--- src/rtl/div_ctrl_pkg.sv ---
// Shared types for the divider sequencing controller: FSM state encoding and
// the {signed, op1, op2} key used by the optional result cache.
package div_ctrl_pkg;

  typedef enum logic [1:0] {
    DIV_IDLE  = 2'd0,
    DIV_RUN   = 2'd1,
    DIV_DONE  = 2'd2,
    DIV_FLUSH = 2'd3
  } div_state_e;

  typedef struct packed {
    logic        sgn;
    logic [31:0] op1;
    logic [31:0] op2;
  } div_key_t;

  function automatic div_key_t make_key(input logic sgn, input logic [31:0] op1,
                                        input logic [31:0] op2);
    div_key_t k;
    k.sgn = sgn;
    k.op1 = op1;
    k.op2 = op2;
    return k;
  endfunction

endpackage

--- src/rtl/div_ctrl_if.sv ---
// Controller <-> radix-2 divider connection. master = controller side,
// slave = divider side.
interface div_ctrl_if;
  logic        div_start_o;
  logic        div_annul_o;
  logic        div_signed_o;
  logic [31:0] div_op1_o;
  logic [31:0] div_op2_o;
  logic [63:0] div_result_i;
  logic        div_ready_i;

  modport master (
    output div_start_o, div_annul_o, div_signed_o, div_op1_o, div_op2_o,
    input  div_result_i, div_ready_i
  );

  modport slave (
    input  div_start_o, div_annul_o, div_signed_o, div_op1_o, div_op2_o,
    output div_result_i, div_ready_i
  );
endinterface

--- src/rtl/div_result_cache.sv ---
// One-entry divide result cache keyed on {signed, op1, op2}. Present only when
// DIV_CACHE_EN is defined; the entry is invalidated solely by reset.
`ifdef DIV_CACHE_EN
module div_result_cache
  import div_ctrl_pkg::*;
(
  input  logic        clk,
  input  logic        rst,
  input  div_key_t    i_key,
  input  logic        i_fill,
  input  logic [63:0] i_fill_data,
  output logic        o_hit,
  output logic [63:0] o_data
);

  logic        r_vld;
  div_key_t    r_key;
  logic [63:0] r_data;

  always_ff @(posedge clk) begin
    if (rst) begin
      r_vld  <= 1'b0;
      r_key  <= '0;
      r_data <= '0;
    end else if (i_fill) begin
      r_vld  <= 1'b1;
      r_key  <= i_key;
      r_data <= i_fill_data;
    end
  end

  assign o_hit  = r_vld && (r_key == i_key);
  assign o_data = r_data;

endmodule
`endif

--- src/rtl/div_ctrl.sv ---
// div_ctrl: sequences DIV/DIVU through the multi-cycle divider, stalls EX until
// the {rem, quot} result is ready and drains the divider on flush.
// Optional feature macro: DIV_CACHE_EN (one-entry result cache).
module div_ctrl
  import div_ctrl_pkg::*;
#(
  parameter int DRAIN_CYCLES = 2
) (
  input  logic        clk,
  input  logic        rst,
  input  logic        div_i,
  input  logic        signed_i,
  input  logic [31:0] op1_i,
  input  logic [31:0] op2_i,
  input  logic        flush_i,
  input  logic        hold_i,
  output logic        stallreq_o,
  output logic [63:0] result_o,
  output logic        result_valid_o,
  div_ctrl_if.master  dif
);

  localparam int CNT_W = $clog2(DRAIN_CYCLES + 1);

  div_state_e       r_state, w_next;
  logic [63:0]      r_result, w_result_d;
  logic [CNT_W-1:0] r_drain;
  logic             w_load_res, w_load_drain;
  logic             w_start, w_annul, w_stall;
  logic             w_hit;
  logic [63:0]      w_hit_data;

`ifdef DIV_CACHE_EN
  div_key_t w_key;
  logic     w_fill;

  assign w_key  = make_key(signed_i, op1_i, op2_i);
  // EX holds the operands stable while stalled, so the live inputs are the key.
  assign w_fill = (r_state == DIV_RUN) && !flush_i && dif.div_ready_i;

  div_result_cache u_cache (
    .clk         (clk),
    .rst         (rst),
    .i_key       (w_key),
    .i_fill      (w_fill),
    .i_fill_data (dif.div_result_i),
    .o_hit       (w_hit),
    .o_data      (w_hit_data)
  );
`else
  assign w_hit      = 1'b0;
  assign w_hit_data = '0;
`endif

  always_ff @(posedge clk) begin
    if (rst) begin
      r_state  <= DIV_IDLE;
      r_result <= '0;
      r_drain  <= '0;
    end else begin
      r_state <= w_next;
      if (w_load_res) r_result <= w_result_d;
      if (w_load_drain)          r_drain <= CNT_W'(DRAIN_CYCLES);
      else if (r_drain != '0)    r_drain <= r_drain - 1'b1;
    end
  end

  always_comb begin
    w_next       = r_state;
    w_start      = 1'b0;
    w_annul      = 1'b0;
    w_stall      = 1'b0;
    w_load_res   = 1'b0;
    w_load_drain = 1'b0;
    w_result_d   = dif.div_result_i;
    case (r_state)
      DIV_IDLE: begin
        w_annul = flush_i;
        if (div_i && !flush_i) begin
          w_stall = 1'b1;
          if (w_hit) begin
            w_load_res = 1'b1;
            w_result_d = w_hit_data;
            w_next     = DIV_DONE;
          end else begin
            w_start = 1'b1;
            w_next  = DIV_RUN;
          end
        end
      end
      DIV_RUN: begin
        w_stall = 1'b1;
        // Flush outranks a coincident ready: the result belongs to a dead instruction.
        if (flush_i) begin
          w_annul      = 1'b1;
          w_load_drain = 1'b1;
          w_next       = DIV_FLUSH;
        end else begin
          w_start = 1'b1;
          if (dif.div_ready_i) begin
            w_load_res = 1'b1;
            w_next     = DIV_DONE;
          end
        end
      end
      DIV_DONE: begin
        if (!hold_i) w_next = DIV_IDLE;
      end
      DIV_FLUSH: begin
        w_annul = 1'b1;
        w_stall = div_i;
        if (r_drain == CNT_W'(1)) w_next = DIV_IDLE;
      end
      default: w_next = DIV_IDLE;
    endcase
  end

  assign stallreq_o       = w_stall;
  assign result_valid_o   = (r_state == DIV_DONE);
  assign result_o         = result_valid_o ? r_result : 64'h0;
  assign dif.div_start_o  = w_start;
  assign dif.div_annul_o  = w_annul;
  assign dif.div_signed_o = signed_i;
  assign dif.div_op1_o    = op1_i;
  assign dif.div_op2_o    = op2_i;

endmodule

--- src/flat_wrapper.sv ---
// flat-port wrapper written by rule: the top's interface ports become plain ports
module div_ctrl_flat import div_ctrl_pkg::*;
#(
  parameter int DRAIN_CYCLES = 2
)
  (clk, rst, div_i, signed_i, op1_i, op2_i, flush_i, hold_i, stallreq_o, result_o, result_valid_o, dif_div_start_o, dif_div_annul_o, dif_div_signed_o, dif_div_op1_o, dif_div_op2_o, dif_div_result_i, dif_div_ready_i);
  div_ctrl_if dif_i ();
  input  logic clk;
  input  logic rst;
  input  logic div_i;
  input  logic signed_i;
  input  logic [31:0] op1_i;
  input  logic [31:0] op2_i;
  input  logic flush_i;
  input  logic hold_i;
  output logic stallreq_o;
  output logic [63:0] result_o;
  output logic result_valid_o;
  output wire logic [$bits(dif_i.div_start_o)-1:0] dif_div_start_o;
  output wire logic [$bits(dif_i.div_annul_o)-1:0] dif_div_annul_o;
  output wire logic [$bits(dif_i.div_signed_o)-1:0] dif_div_signed_o;
  output wire logic [$bits(dif_i.div_op1_o)-1:0] dif_div_op1_o;
  output wire logic [$bits(dif_i.div_op2_o)-1:0] dif_div_op2_o;
  input wire logic [$bits(dif_i.div_result_i)-1:0] dif_div_result_i;
  input wire logic [$bits(dif_i.div_ready_i)-1:0] dif_div_ready_i;
  assign dif_div_start_o = dif_i.div_start_o;
  assign dif_div_annul_o = dif_i.div_annul_o;
  assign dif_div_signed_o = dif_i.div_signed_o;
  assign dif_div_op1_o = dif_i.div_op1_o;
  assign dif_div_op2_o = dif_i.div_op2_o;
  assign dif_i.div_result_i = dif_div_result_i;
  assign dif_i.div_ready_i = dif_div_ready_i;
  div_ctrl #(.DRAIN_CYCLES(DRAIN_CYCLES)) u_core (.clk(clk), .rst(rst), .div_i(div_i), .signed_i(signed_i), .op1_i(op1_i), .op2_i(op2_i), .flush_i(flush_i), .hold_i(hold_i), .stallreq_o(stallreq_o), .result_o(result_o), .result_valid_o(result_valid_o), .dif(dif_i));
endmodule
--- config.mk ---
export PLATFORM = sky130hd
export DESIGN_NAME = div_ctrl_flat
export DESIGN_NICKNAME = d
export VERILOG_FILES = /design/src/rtl/div_ctrl_pkg.sv /design/src/rtl/div_ctrl_if.sv /design/src/rtl/div_result_cache.sv /design/src/rtl/div_ctrl.sv /design/src/flat_wrapper.sv
export SDC_FILE = /design/constraint.sdc
export NUM_CORES = 1
export LEC_CHECK = 0
export BUFFER_PORTS_ARGS = -buffer_cell sky130_fd_sc_hd__buf_2
export CAP_MARGIN = 5
export CORE_ASPECT_RATIO = 1.25
export CORE_MARGIN = 4
export CORE_UTILIZATION = 35
export DETAILED_ROUTE_END_ITERATION = 8
export PLACE_DENSITY = 0.72
export SYNTH_ARGS = -nofsm -noshare
export SYNTH_HDL_FRONTEND = slang
export SYNTH_SLANG_ARGS = --single-unit
--- constraint.sdc ---
create_clock -name clk -period 1.2 [get_ports clk]
set_clock_uncertainty 0.05 [all_clocks]
set_input_delay 0.06 -clock clk [delete_from_list [all_inputs] [get_ports clk]]
set_output_delay 0.06 -clock clk [all_outputs]
set_load 0.03 [all_outputs]
# Word-level counts from Yosys, hierarchy flattened

Index checks and enable logic that the tools add are counted.

Bits in registers: 68
Input bits: 135
Output and inout port bits: 133
Word-level logic and storage cells: 39

Add/subtract/negate cells: 1
Eq/ne operators: 8
Mux-type cells: 19
Reductions and logical operators: 7

Operators with widths:

| operator                                                                | number |
|---|---|
| 64-bit two-way mux                                                      | 1 |
| 2-bit two-way mux                                                       | 7 |
| 2-bit one-hot mux with 4 select lines                                   | 1 |
| 1-bit two-way mux                                                       | 7 |
| 1-bit one-hot mux with 3 select lines                                   | 2 |
| 2-bit by 1-bit equality test with 1-bit output, second input constant   | 2 |
| 2-bit equality test, second input constant                              | 2 |
| 2-bit by 1-bit inequality test with 1-bit output, second input constant | 2 |
| 4-bit AND reduction                                                     | 1 |
| 2-bit nonzero test                                                      | 2 |
| 3-bit inequality test, second input constant                            | 1 |
| 2-bit zero test                                                         | 1 |
| 2-bit inequality test, second input constant                            | 1 |
| 1-bit one-hot mux with 2 select lines                                   | 1 |
| 2-bit OR reduction                                                      | 1 |
| 2-bit by 1-bit subtractor with 2-bit output, second input constant      | 1 |
| 1-bit logical AND                                                       | 1 |
| 1-bit zero test                                                         | 1 |

# Logic depth before layout (Yosys ltp)

Gate-level depths: netlist (run 1).

Depth in word-level cells: 4
Gate-level depth with buffers: 6
Mapped depth without buffers: 3

# Worst setup path after synthesis (run 1)

Ideal clock, no wire load.

Path type: reg-to-output
Start point: register u_core.r_state[1]
End point: output result_o[30]
Data arrival time: 1.334 ns
Required time: 1.090 ns
Setup slack: -0.244 ns
Stages on the path, launching flop included: 5
Path buffers: 2
Cells stage by stage: dfxtp_1 buf_6 and2b_2 clkbuf_1 and2_1

Cells in the longest elaborated chain, start to end: 2

RTL lines:

| item                     | RTL line           | source |
|---|---|---|
| from (decl)              | div_ctrl.sv:25     | `div_state_e r_state, w_next;` |
| from (signal assigned)   | div_ctrl.sv:61     | `r_state <= w_next;` |
| 2-bit equality test      | div_ctrl.sv:119    | `assign result_valid_o = (r_state == DIV_DONE);` |
| named net result_valid_o | flat_wrapper.sv:18 | `output logic result_valid_o;` |
| 64-bit two-way mux       | div_ctrl.sv:120    | `assign result_o = result_valid_o ? r_result : 64'h0;` |
| to (decl)                | flat_wrapper.sv:17 | `output logic [63:0] result_o;` |

The timed path passes the listed nets, and every way through them passes these cells.

# Worst setup path after layout (run 1)

Start point: register u_core.r_state[0]
End point: output result_o[19]

Cells in the longest elaborated chain, start to end: 2

RTL lines:

| item                | RTL line |
|---|---|
| 2-bit equality test | div_ctrl.sv:119 |
| 64-bit two-way mux  | div_ctrl.sv:120 |

No other way between the ends.

==> reports/qor.txt, run 1 <==
Die ar.: 11600 sq um
Share of cells above drive strength 1: 63.3%
Final slew viol count: 0
First-pass GRT wire length: 19600 microns
Largest net degree at the start of global routing: 38
Filler cells: 663
Final WS setup: -357 ps
Vias after detailed routing: 3668
Crit Path Class: reg2out
Leak: 2.72 nW
Post-synth ARST share: 0%
Power Dens Cells: 976 nW/um^2
Leading post-synthesis cells by cell area: dfxtp_1 39%, buf_4 14%, nand2_1 14%
Worst-Skew Late Latency: 330 ps
Grt met3 use: 6.91%
Hold crit path type: in2reg
Routed Antenna Nets: 0
Status: finished with violations
Relative slew slack: 69.1%
Post-synthesis sequential area ratio: 39.1%
Flop2flop setup slack: -350 ps
Final GP Congestion: 0.745
CTS Sinks: 68
Hold Crit Start: dif_div_ready_i
WP data arrival: 1450 ps
Max Clock Freq: 642 MHz
CTS Root Cell: clkbuf_16
Ys Warns: 0
Clock Pin Slew Worst Setup and Hold Paths: 50 ps
Data required, critical path: 1090 ps
Worst-margin pin slew: 463 ps
Setup crit end kind: output port
R2r endpoint: u_core.r_result[8]
WHS Path Cells: 3
Nets: 746
CTS tree: built
Initial antenna violation count: 0
Routing usage on met1: 20.6%
Critical path startpoint category: flop
CP max-delay cell: dfxtp_2
Crit path cell chain: and2b_2 > buf_12 > and2_2 > buf_6
CP bufs+invs: 2
RSZ-0062 raised after global routing: true
Clock buffer depth: 2
DIE WIDTH: 97.2 microns
Netlist Area Pre-Place: 3480 sq um
Grt peak-use layer: met2
Largest area contributor in the netlist: dfxtp_1
Failing checks: negative setup slack
Core footprint: 9660 sq um
Most numerous cell in the Yosys netlist: nand2_1
Delay of the slowest critical-path stage: 320 ps
Area Growth Syn to Fin: 86.5%
Most frequent cells after synthesis: 132 x nand2_1, 68 x dfxtp_1, 66 x buf_4, 64 x and2_1, 52 x a21oi_1
Max VDD drop: 0.000846 V
Final Instance Count excl. Fillers: 742
TritonRoute pass-1 iters: 4
Crit path max fanout: 35
TritonCTS Buffers: 9
Total gr overflow: 0
GRT met2 Usage: 39.3%
Total wire length: 13200 microns
Diode count: 0
Pre-CTS WS: -107 ps
Syn avg cell area: 7.82 sq um
Final period utilization: 130%
Final min period: 1560 ps
Post-synth EDFFs: 0
Delay-heaviest family, CP: simple AND/OR/NAND/NOR gates
Critical R2R Launch: u_core.r_state[0]
Vias/cell: 4.94
Num rows: 40
Global Route Usage Sum: 21.4%
Syn nets: 580
PortBufs: 137
Die Ht: 119 microns
Hold EP: u_core.r_state[1]
DRC: 0
Vias in the first global route: 3845
HPWL after DPL: 6080 microns
Max-cap viol count: 0
Post-synthesis cell type count: 24
Post-synth top flop: dfxtp_1
Share of the synthesized area in the top cell type: 39.1%
Placed Instances: 623
Fin. Hold Viols: 0
Yosys reg bits: 68
Worst R2R Path Depth: 8
Max H-tree Level: 3
I/O Pins: 268
Final setup violation count: 136
Gate Count Post-Synth: 445
DR iter-0 viols: 164
Mean routed wirelength per cell: 17.9 microns
Initial core utilization: 36.0%
[state kept, by name, summed over array words and instances, names as in the netlist]
| register | flops |
|---|---|
| u_core.r_result | 64 |
| u_core.r_state | 2 |
| u_core.r_drain | 2 |
[metal layers]
layer,wire (microns),vias up
li1,-,1676
met1,4550,1743
met2,7160,171
met3,899,78
met4,635,0
met5,0,-
[final cells by class]
| type | count | area, sq um | share of cell area (%) |
|---|---|---|---|
| clock inverter | 5 | 100 | 1.54 |
| sequential | 68 | 1360 | 21.0 |
| clock buffer | 11 | 233 | 3.59 |
| timing repair buffer | 251 | 2660 | 41.0 |
| inverter | 1 | 3.75 | 0.0578 |
| multi-input combinational | 280 | 1970 | 30.3 |
| tap | 126 | 158 | 2.43 |
[where the power goes]
group | internal [W] | switching [W]
Clock | 0.00202 | 0.000943
Combinational | 0.000558 | 0.000460
Sequential | 0.00232 | 0.0000337
[worst min-delay path, cell delays in order]
cell	delay (ps)
buf_2	140
o21ai_2	150
a21oi_2	50
[cell families (layout without fill, tap and decap cells)]
logic type             count (synthesis)  after routing  synth area share (%)
and+or+nand+nor                      207            207                  28.0
buffers and inverters                 97            268                  20.5
AOI/OAI and AO/OA                     73             73                  12.3
DFF                                   68             68                  39.1
[how the worst max path moves through the flow]
stage                      startpoint                  end  slack, ps  cells past startpoint
floorplan           u_core.r_state[1]         result_o[14]        -60                      5
global placement    u_core.r_state[0]          result_o[9]        -50                      4
detailed placement  u_core.r_state[1]  u_core.r_result[18]       -110                      4
CTS                 u_core.r_state[0]          result_o[8]       -350                      4
global route        u_core.r_state[0]  u_core.r_result[27]       -400                      8
finish              u_core.r_state[0]         result_o[19]       -360                      4
[through the flow]
stage / util (%) / area (sq um) / power, W / hold WS, ps / TNS (ps)
after floorplan: - / 3620 / 0.00307 / 137 / -2470
after global placement: 40.6 / 3920 / 0.00286 / 70.2 / -1990
after detailed placement: 40.6 / 3920 / 0.00287 / 70.2 / -5410
after CTS: 63.0 / 6090 / 0.00623 / 70.2 / -30620
after global routing: 67.2 / 6490 / 0.00656 / 67.1 / -45700
final: 67.2 / 6490 / 0.00633 / 63.1 / -39970
[timing repair]
action | 4_1_cts | 5_1_grt
endpoints found under the setup margin | 132 | 136
pin swaps | 4 | 21
resized for setup | 194 | 108
endpoints found under the hold margin | 66 | 0
hold buffers | 66 | 0
buffers inserted | 18 | 5
gates cloned | 15 | 1
[layout by cell type (no fill, tap or decap), drive strengths merged]
cell | netlist | final
clkinv | 0 | 2
and2 | 64 | 64
and2b | 2 | 2
nand2 | 132 | 132
a21oi | 67 | 67
bufbuf | 0 | 1
or3 | 1 | 1
dlygate4sd3 | 0 | 66
o21ai | 4 | 4
clkbuf | 11 | 12
and3 | 2 | 2
inv | 1 | 1
buf | 85 | 183
nand4bb | 1 | 1
dfxtp | 68 | 68
bufinv | 0 | 3
nor2 | 2 | 2
o41ai | 1 | 1
a21o | 1 | 1
nor3 | 1 | 1
and4bb | 1 | 1
nor2b | 1 | 1
Power figures use the tool's default switching activity.
==> run 2: changes to the inputs <==
--- a/config.mk
+++ b/config.mk
@@ -5,13 +5,13 @@
 export SDC_FILE = /design/constraint.sdc
 export NUM_CORES = 1
 export LEC_CHECK = 0
+export ABC_AREA = 1
 export BUFFER_PORTS_ARGS = -buffer_cell sky130_fd_sc_hd__buf_2
 export CAP_MARGIN = 5
-export CORE_ASPECT_RATIO = 1.25
-export CORE_MARGIN = 4
-export CORE_UTILIZATION = 35
+export CORE_AREA = 2 2 105 107
 export DETAILED_ROUTE_END_ITERATION = 8
-export PLACE_DENSITY = 0.72
+export DIE_AREA = 0 0 107 109
+export PLACE_DENSITY = 0.68
 export SYNTH_ARGS = -nofsm -noshare
 export SYNTH_HDL_FRONTEND = slang
 export SYNTH_SLANG_ARGS = --single-unit
==> reports/qor.txt, run 2 <==
Setup crit end kind: flop
Most frequent cells in the layout: 76 x buf_6, 69 x buf_2, 68 x inv_1
Hold crit path type: in2reg
Number of flip-flops in the largest register: 64
Global Route Usage Sum: 19.7%
TritonCTS Buffers: 9
Post-route design area: 6540 sq um
Commonest non-fill, non-tap cell in the layout: buf_6
Largest area contributor in the netlist: dfxtp_1
Max-cap viol count: 0
Data required, critical path: 1390 ps
DIE WIDTH: 107 microns
Most numerous cell in the Yosys netlist: nor2_1
RSZ-0062 raised after global routing: true
Crit Path Class: reg2reg
Vias/cell: 4.73
Syn nets: 590
Netlist Area Pre-Place: 3420 sq um
Leading post-synthesis cells by cell area: dfxtp_1 40%, buf_4 14%, a21oi_1 9.8%
Initial core utilization: 32.3%
Reg with most FFs: u_core.r_result
Initial antenna violation count: 1
Leak: 2.44 nW
Fin. Hold Viols: 0
Vias in the first global route: 3584
Post-synth EDFFs: 0
Final Instance Count excl. Fillers: 760
CP bufs+invs: 5
WP data arrival: 1750 ps
DR iter-0 viols: 107
Final slew viol count: 0
Relative slew slack: 79.4%
Final period utilization: 130%
Crit path max fanout: 6
Crit path cell chain: buf_6 > nor2_4 > buf_6 > nand3_4 > buf_12 > buf_12 > buf_16 > o21ai_2 > a21oi_2
Area Growth Syn to Fin: 91.1%
Post-synth ARST share: 0%
Delay of the slowest critical-path stage: 360 ps
Dpl cell area: 4250 sq um
Largest net degree at the start of global routing: 63
Share of the synthesized area in the top cell type: 39.8%
Syn avg cell area: 7.52 sq um
Routed Antenna Nets: 0
Final min period: 1560 ps
Post-synthesis sequential area ratio: 39.8%
Mean routed wirelength per cell: 17.4 microns
Power Dens Cells: 1100 nW/um^2
Nets: 750
Delay-heaviest family, CP: buffers and inverters
Final WS setup: -361 ps
CTS Sinks: 68
Placed Instances: 659
Total gr overflow: 0
Core footprint: 10600 sq um
Tot Pwr: 0.00721 W
Clock Pin Slew Worst Setup and Hold Paths: 70 ps
Most frequent cells after synthesis: 71 x nor2_1, 70 x inv_1, 68 x dfxtp_1, 67 x a21oi_1, 66 x buf_4
Status: finished with violations
Critical path startpoint category: flop
Gate Count Post-Synth: 455
Worst-margin pin slew: 309 ps
Failing checks: negative setup slack
CTS Root Cell: clkbuf_8
HPWL after DPL: 6590 microns
Clock buffer depth: 2
Worst-Skew Late Latency: 340 ps
Max Clock Freq: 641 MHz
Final GP Congestion: 0.766
Max H-tree Level: 3
Num rows: 38
Yosys reg bits: 68
TritonRoute pass-1 iters: 4
CP max-delay cell: dfxtp_4
Die ar.: 11700 sq um
Post-synthesis cell type count: 18
Layout Utilization: 61.6%
First-pass GRT wire length: 17500 microns
Post-synth top flop: dfxtp_1
Max VDD drop: 0.000635 V
Die Ht: 109 microns
CTS tree: built
Ys Warns: 0
Total wire length: 13200 microns
Vias after detailed routing: 3593
Largest registers: u_core.r_result: 64 flops, u_core.r_drain: 2 flops, u_core.r_state: 2 flops
PortBufs: 137
Share of cells above drive strength 1: 59.8%
Final setup violation count: 132
DRC: 0
I/O Pins: 268
## run 2: power breakdown
part | switching [W] | internal, W
logic | 0.00159 | 0.00123
clock network | 0.000867 | 0.00100
registers | 0.0000749 | 0.00245
total | 0.00253 | 0.00469
## run 2: cells by family (layout without fill, tap and decap cells)
| family | Yosys count | after routing | synth area share, % |
|---|---|---|---|
| DFF | 68 | 68 | 39.8 |
| AOI/OAI and AO/OA | 133 | 133 | 19.5 |
| and+or+nand+nor | 89 | 89 | 10.8 |
| other | 0 | 1 | 0 |
| buffers and inverters | 165 | 329 | 29.9 |
## run 2: final timing paths
| check | start | endpoint | slack, ps | cells after the start |
|---|---|---|---|---|
| setup / recovery | u_core.r_state[1] | u_core.r_result[46] | -360 | 9 |
| hold / removal | div_i | u_core.r_state[0] | 70 | 5 |
| setup reg to reg | u_core.r_state[1] | u_core.r_result[46] | -360 | 9 |
| hold reg to reg | u_core.r_drain[0] | u_core.r_drain[0] | 400 | 1 |
## run 2: cell type report
cell class,instances,area (sq um)
clock buffers,11,141
inverters,72,280
multi-input cells,222,2020
clock inverters,4,48.8
fillers,826,4070
well taps,140,175
repair buffers,242,2500
diodes,1,2.50
flip-flops and latches,68,1370
## run 2: worst min-delay path: stages
cell and delay, ps:
buf_2 110, nand2_1 70, nand2_2 70, nand3_1 70
a21oi_1 40
## run 2: through the flow
stage               hold slack (ps)  TNS (ps)  worst slack [ps]
CTS                            30.5    -39060              -344
floorplan                      79.1     -5180              -106
global route                   70.0    -44100              -424
detailed placement             70.2     -1170             -76.2
global placement               70.2     -54.9             -25.3
finish                         66.7    -36770              -361
## run 2: repair_timing
action | 4_1_cts | 5_1_grt
endpoints found under the setup margin | 100 | 135
setup buffers | 6 | 4
endpoints found under the hold margin | 67 | 0
hold buffers | 66 | 0
pin swaps | 5 | 24
cloned | 6 | 7
resized for setup | 208 | 102
## run 2: routing by layer
| metal | track usage (%) | share of wire [%] | up-vias |
|---|---|---|---|
| li1 | - | - | 1675 |
| met1 | 17.8 | 32 | 1694 |
| met2 | 39.6 | 58 | 165 |
| met3 | 4.36 | 5.6 | 59 |
| met4 | 11.5 | 4.4 | 0 |
| met5 | 0 | 0 | - |
